==> src/rtl/jump_pkg.sv <==
// Shared definitions for the jump controller: request priority encoding,
// default return-stack depth and the assembler-generated target table.
package jump_pkg;

  typedef enum logic [2:0] {
    REQ_NONE,
    REQ_BR,
    REQ_JMP,
    REQ_CALL,
    REQ_RET
  } req_t;

  localparam int RAS_DEPTH_DEF = 4;

  localparam int TABLE_W = 12;
  localparam int TABLE_N = 32;

  // Regenerated by the assembler; entry i is the absolute address of jump label i.
  localparam logic [TABLE_W-1:0] TARGET_TABLE [TABLE_N] = '{
    12'h400, 12'h413, 12'h426, 12'h439, 12'h44C, 12'h45F, 12'h472, 12'h485,
    12'h498, 12'h4AB, 12'h4BE, 12'h4D1, 12'h4E4, 12'h4F7, 12'h50A, 12'h51D,
    12'h530, 12'h543, 12'h556, 12'h569, 12'h57C, 12'h58F, 12'h5A2, 12'h5B5,
    12'h5C8, 12'h5DB, 12'h5EE, 12'h601, 12'h614, 12'h627, 12'h63A, 12'h64D
  };

endpackage

==> src/rtl/jump_lut.sv <==
// Combinational jump-target lookup; indices beyond the generated table read as zero.
import jump_pkg::*;

module jump_lut #(
  parameter int D     = 12,
  parameter int LUT_W = 5
) (
  input  logic [LUT_W-1:0] lut_idx,
  output logic [D-1:0]     target
);

  always_comb begin
    target = '0;
    for (int i = 0; i < TABLE_N; i++) begin
      if (int'(lut_idx) == i) target = D'(TARGET_TABLE[i]);
    end
  end

endmodule

==> src/rtl/jump_ctrl.sv <==
// Control-flow resolver feeding the program counter, with a return-address stack.
// Optional JUMP_CTRL_REL_EN: jmp_en with lut_idx MSB set becomes a PC-relative jump.
import jump_pkg::*;

module jump_ctrl #(
  parameter int D         = 12,
  parameter int LUT_W     = 5,
  parameter int RAS_DEPTH = RAS_DEPTH_DEF
) (
  input  logic             clk,
  input  logic             reset,
  input  logic [D-1:0]     prog_ctr,
  input  logic             br_en,
  input  logic             br_cond,
  input  logic             jmp_en,
  input  logic             call_en,
  input  logic             ret_en,
  input  logic [LUT_W-1:0] lut_idx,
  output logic             absjump_en,
  output logic [D-1:0]     target,
  output logic             flush,
  output logic             ras_full,
  output logic             ras_empty,
  output logic             ras_err
);

  localparam int IW = $clog2(RAS_DEPTH);
  localparam int PW = IW + 1;

  logic [PW-1:0] sp;
  logic [D-1:0]  stack [RAS_DEPTH];
  logic [IW-1:0] push_idx;
  logic [IW-1:0] top_idx;
  logic [D-1:0]  top_entry;
  logic [D-1:0]  ret_addr;
  logic [D-1:0]  lut_target;
  req_t          req;
  logic          do_push;
  logic          do_pop;
  logic          set_err;

  jump_lut #(.D(D), .LUT_W(LUT_W)) u_lut (
    .lut_idx (lut_idx),
    .target  (lut_target)
  );

  // The pointer carries one extra bit so full and empty are distinguishable.
  assign ras_empty = (sp == '0);
  assign ras_full  = (sp == PW'(RAS_DEPTH));
  assign push_idx  = sp[IW-1:0];
  assign top_idx   = sp[IW-1:0] - IW'(1);
  assign top_entry = stack[top_idx];
  assign ret_addr  = prog_ctr + D'(1);

`ifdef JUMP_CTRL_REL_EN
  logic [D-1:0] rel_off;
  logic [D-1:0] rel_target;
  assign rel_off    = {{(D-LUT_W+1){lut_idx[LUT_W-2]}}, lut_idx[LUT_W-2:0]};
  assign rel_target = prog_ctr + rel_off;
`endif

  always_comb begin
    req = REQ_NONE;
    if (ret_en)       req = REQ_RET;
    else if (call_en) req = REQ_CALL;
    else if (jmp_en)  req = REQ_JMP;
    else if (br_en)   req = REQ_BR;
  end

  always_comb begin
    absjump_en = 1'b0;
    target     = '0;
    do_push    = 1'b0;
    do_pop     = 1'b0;
    set_err    = 1'b0;
    unique case (req)
      REQ_RET: begin
        if (!ras_empty) begin
          absjump_en = 1'b1;
          target     = top_entry;
          do_pop     = 1'b1;
        end else begin
          set_err = 1'b1;
        end
      end
      REQ_CALL: begin
        absjump_en = 1'b1;
        target     = lut_target;
        if (ras_full) set_err = 1'b1;
        else          do_push = 1'b1;
      end
      REQ_JMP: begin
        absjump_en = 1'b1;
        target     = lut_target;
`ifdef JUMP_CTRL_REL_EN
        if (lut_idx[LUT_W-1]) target = rel_target;
`endif
      end
      REQ_BR: begin
        absjump_en = br_cond;
        target     = lut_target;
      end
      default: begin
        absjump_en = 1'b0;
        target     = '0;
      end
    endcase
  end

  always_ff @(posedge clk or posedge reset) begin
    if (reset) begin
      sp      <= '0;
      flush   <= 1'b0;
      ras_err <= 1'b0;
      for (int i = 0; i < RAS_DEPTH; i++) stack[i] <= '0;
    end else begin
      flush <= absjump_en;
      if (set_err) ras_err <= 1'b1;
      if (do_push) begin
        stack[push_idx] <= ret_addr;
        sp              <= sp + PW'(1);
      end else if (do_pop) begin
        sp <= sp - PW'(1);
      end
    end
  end

endmodule
==> config.mk <==
export PLATFORM = sky130hd
export DESIGN_NAME = jump_ctrl
export DESIGN_NICKNAME = d
export VERILOG_FILES = /design/src/rtl/jump_pkg.sv /design/src/rtl/jump_lut.sv /design/src/rtl/jump_ctrl.sv
export SDC_FILE = /design/constraint.sdc
export NUM_CORES = 1
export LEC_CHECK = 0
export ABC_AREA = 1
export CORE_ASPECT_RATIO = 0.9
export CORE_MARGIN = 1.5
export CORE_UTILIZATION = 56
export DETAILED_ROUTE_END_ITERATION = 7
export PLACE_DENSITY_LB_ADDON = 0.2
export SETUP_SLACK_MARGIN = 0.4
export SYNTH_ARGS = -nofsm -noshare
export SYNTH_HDL_FRONTEND = slang
export SYNTH_SLANG_ARGS = --single-unit
==> constraint.sdc <==
create_clock -name clk -period 3.4 [get_ports clk]
set_clock_uncertainty 0.2 [all_clocks]
set_input_delay 0.68 -clock clk [delete_from_list [all_inputs] [get_ports clk]]
set_output_delay 0.68 -clock clk [all_outputs]
set_load 0.02 [all_outputs]
---- Word-level counts from Yosys, hierarchy flattened ----
Index checks and enable logic that the tools add are counted.
operators by class
  add/sub/neg operators ................... 4
  multiply operators ...................... 0
  divide/modulo/power cells ............... 0
  order comparisons ....................... 3
  equality and inequality tests ........... 36
  shift-type cells ........................ 0
  muxes and demuxes ....................... 54
  bitwise logic cells ..................... 2
  reduce and logical (&&, ||, !) cells .... 6
operators with widths
  kind                                                                   count
  11-bit two-way mux                                                     32
  5-bit == test (second input constant)                                  16
  48-bit bitwise mux                                                     1
  12-bit two-way mux                                                     4
  5-bit by 4-bit == test with 1-bit output (second input constant)       8
  12-bit binary-select mux with 2-bit select                             1
  12-bit demux with 2-bit select                                         1
  12-bit case mux with 2 select lines                                    1
  5-bit by 3-bit == test with 1-bit output (second input constant)       4
  12-bit by 1-bit adder with 12-bit output (second input constant)       1
  5-bit by 2-bit == test with 1-bit output (second input constant)       2
  3-bit two-way mux                                                      3
  1-bit two-way mux                                                      7
  3-bit by 2-bit == test with 1-bit output (second input constant)       2
  3-bit == test (second input constant)                                  2
  3-bit >= comparator (second input constant)                            2
  2-bit NOT with 3-bit output                                            2
  5-bit by 1-bit == test with 1-bit output (second input constant)       1
  5-bit zero test                                                        1
  2-bit two-way mux                                                      2
  3-bit by 1-bit adder with 3-bit output (second input constant)         1
  3-bit by 1-bit == test with 1-bit output (second input constant)       1
  3-bit zero test                                                        1
  3-bit by 1-bit < comparator with 1-bit output (second input constant)  1
  other kinds (8)                                                        8
word-level totals
  bits in registers ....................... 53
  latch bits .............................. 0
  memory bits (writable) .................. 0
  memory bits (read-only) ................. 0
  output and inout bits ................... 17
  word-level logic and storage cells ...... 112
  memories ................................ 0

---- Logic depth before layout (Yosys ltp) ----
  word-level depth ........................ 34
  depth in mapped cells ................... 12
  gate-level depth less buffers ........... 11

---- Modules after synthesis ----
A second synthesis with hierarchy kept.
second synthesis, totals
  cells, all modules ...................... 505
  area, all modules ....................... 3492.1 um^2
modules (own cells, without submodules)
  module     instances  cells each  area an instance (um^2)  sequential area each (um^2)
  jump_ctrl  1          391         2917.8                   1326.3
  jump_lut   1          114         574.3                    0.0

---- Worst setup path before layout ----
No wires, ideal clock.
  kind .................................... flip-flop to output port
  from .................................... register sp[0]
  to ...................................... output target[0]
  arrival time ............................ 2224 ps
  data required time ...................... 2520 ps
  slack ................................... 296 ps
  cell stages (with the launch flop) ...... 11
  path buffers ............................ 3
  cells stage by stage .................... dfrtp_1 clkbuf_1 inv_1 buf_2 ha_1 inv_1 nor2_1 nor2_1 clkbuf_1 nand2_1 o21ai_0
between the ends
  longest elaborated chain between the ends .. 7
ends and longest elaborated chain
  item                                                    line              RTL
  from (decl)                                             jump_ctrl.sv:30   logic [PW-1:0] sp;
  from (signal assigned)                                  jump_ctrl.sv:121  sp <= sp + PW'(1);
  from (signal assigned)                                  jump_ctrl.sv:123  sp <= sp - PW'(1);
  2-bit by 1-bit subtractor with 2-bit output             jump_ctrl.sv:51   assign top_idx = sp[IW-1:0] - IW'(1);
  net top_idx[0]                                          jump_ctrl.sv:33   logic [IW-1:0] top_idx;
  2-bit NOT with 3-bit output (implied by the code)       jump_ctrl.sv:52   assign top_entry = stack[top_idx];
  12-bit binary-select mux with 2-bit select              jump_ctrl.sv:52
  12-bit two-way mux (implied by the code) (2 in series)  jump_ctrl.sv:52
  12-bit two-way mux                                      jump_ctrl.sv:78   if (!ras_empty) begin
  12-bit case mux with 2 select lines                     jump_ctrl.sv:76   unique case (req)
  to (decl)                                               jump_ctrl.sv:20   output logic [D-1:0] target,
The timed path passes the listed nets, and every way through them passes these cells. The select of a mux whose other input is x is not followed.

---- Worst setup path in the final report ----
  from .................................... input jmp_en
  to ...................................... output target[1]
between the ends
  longest elaborated chain between the ends .. 6
ends and longest elaborated chain
  item                                                                                                  line             RTL
  from (decl)                                                                                           jump_ctrl.sv:15  input logic jmp_en,
  2-bit two-way mux *                                                                                   jump_ctrl.sv:66  else if (jmp_en) req = REQ_JMP;
  2-bit two-way mux *                                                                                   jump_ctrl.sv:65  else if (call_en) req = REQ_CALL;
  3-bit two-way mux *                                                                                   jump_ctrl.sv:64  if (ret_en) req = REQ_RET;
  3-bit by 2-bit == test with 1-bit output or 3-bit by 1-bit == test with 1-bit output (tied branches)  jump_ctrl.sv:76
  3-bit OR reduction (no source line)                                                                   n/a
  12-bit case mux with 2 select lines *                                                                 jump_ctrl.sv:76
Every way passes the cells marked *; elsewhere a longest branch is shown, timed or not.

==> metrics.md <==
| Metric | Value |
|---|---|
| Final wirelength | `9530 um` |
| Maximum fanout along the worst path | `7` |
| Crit path time final | `a little under 3 ns` |
| VDD IR max | `around 0.87 mV` |
| Final setup fails | `0` |
| Core Area | `approximately 5700 um2` |
| Pleak | `0.00216 uW` |
| Required @ worst endpoint | `~2.5 ns` |
| Maxcap violations | `0` |
| Die W | `~84 um` |
| Startpoint types | `input pin` |
| Ys flop type | `dfrtp_1` |
| Initial antenna violation count | `0` |
| Synth warn | `0` |
| Total power draw | `roughly 3100 uW` |
| Placer Congestion | `~0.96` |
| H-tree Lvls | `2` |
| Critical-path cell list | `clkdlybuf4s50_1, inv_1, a21oi_2, nor2_1, nor2_2, inv_2, a32o_1, buf_2` |
| CTS max path bufs | `2` |
| TritonCTS clock tree | `built` |
| Switching share of power | `between 40% and 50%` |
| Global-route wire length before repair | `between 15,000 and 20,000 um` |
| Register Area | `around 1300 um2` |
| Async S/R FF share, synth | `100%` |
| Post-synthesis sequential area ratio | `between 30% and 40%` |
| Final Hold Fails | `0` |
| Synth Register Bits | `53` |
| Arr. time, crit path | `between 2 and 2.5 ns` |
| Unrepaired setup endpoints after global routing | `yes` |
| Status | `finished, final reports clean` |
| Post-synth EDFFs | `0` |
| CTS Buf Count | `5` |
| Hold Crit Class | `flop to flop` |
| Clock root cell | `clkbuf_8` |
| Distinct cells, synth | `just over 40` |
| Wire length per cell | `~16 um` |
| Tot GR Track Use | `roughly 30%` |
| Delay-heaviest family, CP | `buffers and inverters` |
| Critical Path Max Stage Delay | `roughly 0.46 ns` |
| Port Buffer Count | `40` |
| Proportion of synthesized area in mux cells | `0%` |
| Worst slew margin | `roughly 54%` |
| Filler cells | `around 450` |
| Syn_area_per_cell | `approximately 7.3 um2` |
| Layout cells sized above 1 | `roughly 23%` |
| Diode count | `0` |
| Internal | `approximately 1700 uW` |
| Via/cell ratio | `between 5 and 6` |
| CP Capture Type | `output pin` |
| Final net count | `562` |
| Hold-fix buffers at CTS | `0` |
| Logic pwr share | `a little over half` |
| Die area | `6400 um2` |
| Slowest-stage cell, CP | `clkdlybuf4s50_1` |
| Ports | `41` |
| Drt pass-1 iters | `5` |
| Die Ht | `around 76 um` |
| Synth Area in Adders | `around 2.5%` |
| Worst slew pin tran | `roughly 0.69 ns` |
| Post-synthesis xor/xnor area fraction | `under 10%` |
| Vias | `between 3,000 and 4,000` |
| Fmax | `345 MHz` |
| Area grow syn2layout | `26.9%` |
| Reported net switching power | `roughly 1400 uW` |
| Post-Syn Instances | `between 400 and 500` |
| Synth Net Count | `482` |
| Row cnt | `26` |
| Setup TNS | `0 ns` |
| Largest family of logic cells by synthesized area | `simple AND/OR/NAND/NOR gates` |
| Vias in the first global route | `about 3,200` |
| Multi-input combinational cell area | `1810 um2` |
| GR Overflow Total | `0` |
| Post-synthesis compound-gate area fraction | `15.5%` |
| DRC Markers | `0` |
| Cell area after synthesis | `3320 um2` |
| Initial Util | `58.3%` |
| Post-route ant nets | `0` |
| Clock network fraction of design power | `between 10 and 15%` |
| Post-synthesis simple-gate area fraction | `around 30%` |
| Largest net degree at the start of global routing | `39` |
| Number of DRC markers in iteration 0 | `240` |
| Pwr Density | `roughly 740 nW/um2` |
| Worst path bufs/invs | `4` |
| Critical Setup Path Class | `input pin to output pin` |
| Fin crit share | `a little under nine tenths` |
| Worst-skew pair later-pin latency | `around 0.31 ns` |
| Share of power burned in registers | `approximately a third` |
| Clock slew at the register clock pins of the worst setup and hold paths | `0.09 ns` |
| Detailed placement HPWL | `a little under 7000 um` |
| Final slew viol count | `0` |
| Clock sinks | `53` |
-- final timing paths --
path                       startpoint         to  slack (ns)  depth (start not counted)
hold / removal              stack[39]  stack[39]        0.28                          2
setup / recovery               jmp_en  target[1]        0.50                          8
hold reg to reg             stack[39]  stack[39]        0.28                          2
max in group asynchronous       reset   stack[6]        1.78                          3
setup reg to reg                sp[1]   stack[8]        1.41                          9
min in group asynchronous       reset  stack[42]        0.58                          2
-- kinds of logic after synthesis --
| family | count (synthesis) |
|---|---|
| AO/OA/AOI/OAI | 93 |
| XOR/XNOR | 12 |
| adder cells (fa/ha/maj) | 6 |
| buffers and inverters | 63 |
| flip-flops | 53 |
| AND/OR/NAND/NOR | 225 |
-- tightest hold or removal path: stages, from the launching register on --
cell	delay [ns]
dfrtp_1	0.35
nand2_1	0.06
nand2_1	0.05
-- cells in the final DEF, fill, tap and decap left out, drive strengths merged, types with 2 or more instances in the layout --
cell,count
o22ai,5
o31ai,2
o211ai,4
nor2,41
buf,60
nand4,7
o21ai,65
clkinvlp,2
xor2,9
a21oi,13
clkdlybuf4s15,2
nand2,145
xnor2,3
dfrtp,53
nand3,18
clkdlybuf4s50,21
nor3,11
ha,5
clkbuf,8
inv,50
-- layout make-up --
| class | count | area share [%] |
|---|---|---|
| tap | 70 | 2.08 |
| multi-input combinational | 336 | 42.9 |
| clock buffer | 5 | 1.63 |
| sequential | 53 | 31.5 |
| inverter | 49 | 4.54 |
| clock inverter | 3 | 0.624 |
| timing repair buffer | 87 | 16.8 |
-- power groups by stage --
stage          clock network [uW]  registers, uW  logic (uW)
5_1_grt                       412           1080        1840
3_3_place_gp                    0           1050        1640
2_1_floorplan                   0           1040        1090
3_5_place_dp                    0           1070        1680
4_1_cts                       382           1050        1650
6_report                      382           1060        1680
-- cells in the mapped netlist, types with 2 or more instances --
cell / instances / area [um2]
inv_4: 2 / 12.5
nand3_1: 15 / 75.1
a21oi_1: 12 / 60.1
o21ai_2: 2 / 17.5
o21ai_1: 6 / 30.0
xor2_1: 9 / 78.8
nor2_2: 2 / 12.5
dfrtp_1: 53 / 1330
buf_6: 5 / 56.3
inv_2: 3 / 11.3
nand2_1: 140 / 526
clkbuf_1: 7 / 26.3
inv_1: 44 / 165
o22ai_1: 5 / 31.3
nor3_1: 9 / 45.0
nand4_1: 7 / 43.8
o31ai_1: 2 / 15.0
o21ai_0: 57 / 285
ha_1: 5 / 62.6
nor2_1: 37 / 139
o211ai_1: 4 / 30.0
xnor2_1: 2 / 17.5
nand3_2: 3 / 30.0
nand2_4: 4 / 45.0
-- through the flow --
stage | utilization, % | cell area [um2] | hold slack (ns) | setup WS, ns | cells
2_1_floorplan | - | 3320 | 0.243 | 0.426 | 452
3_3_place_gp | 71.2 | 4050 | 0.255 | -0.453 | 591
3_5_place_dp | 71.2 | 4050 | 0.265 | -0.379 | 591
4_1_cts | 73.7 | 4190 | 0.287 | 0.385 | 602
5_1_grt | 74.0 | 4210 | 0.302 | 0.374 | 603
6_report | 74.0 | 4210 | 0.284 | 0.504 | 603
-- registers in the layout, indices dropped and copies added, names as in the netlist --
| signal | cells |
|---|---|
| flush | 1 |
| sp | 3 |
| ras_err | 1 |
| stack | 48 |
-- timing repair --
item / CTS / global route
gates resized for setup: 80 / 31
endpoints found under the setup margin: 13 / 13
pin swaps: 2 / 10
setup buffers: 3 / 1
-- per-layer routing --
| layer | vias up | GRT usage, % | routed length [um] |
|---|---|---|---|
| li1 | 1633 | - | - |
| met5 | - | 0 | 0 |
| met3 | 25 | 4.55 | 781 |
| met1 | 1590 | 40.5 | 3890 |
| met2 | 166 | 49.5 | 4630 |
| met4 | 0 | 9.67 | 235 |
No activity file was read; power rests on OpenSTA's default activity.
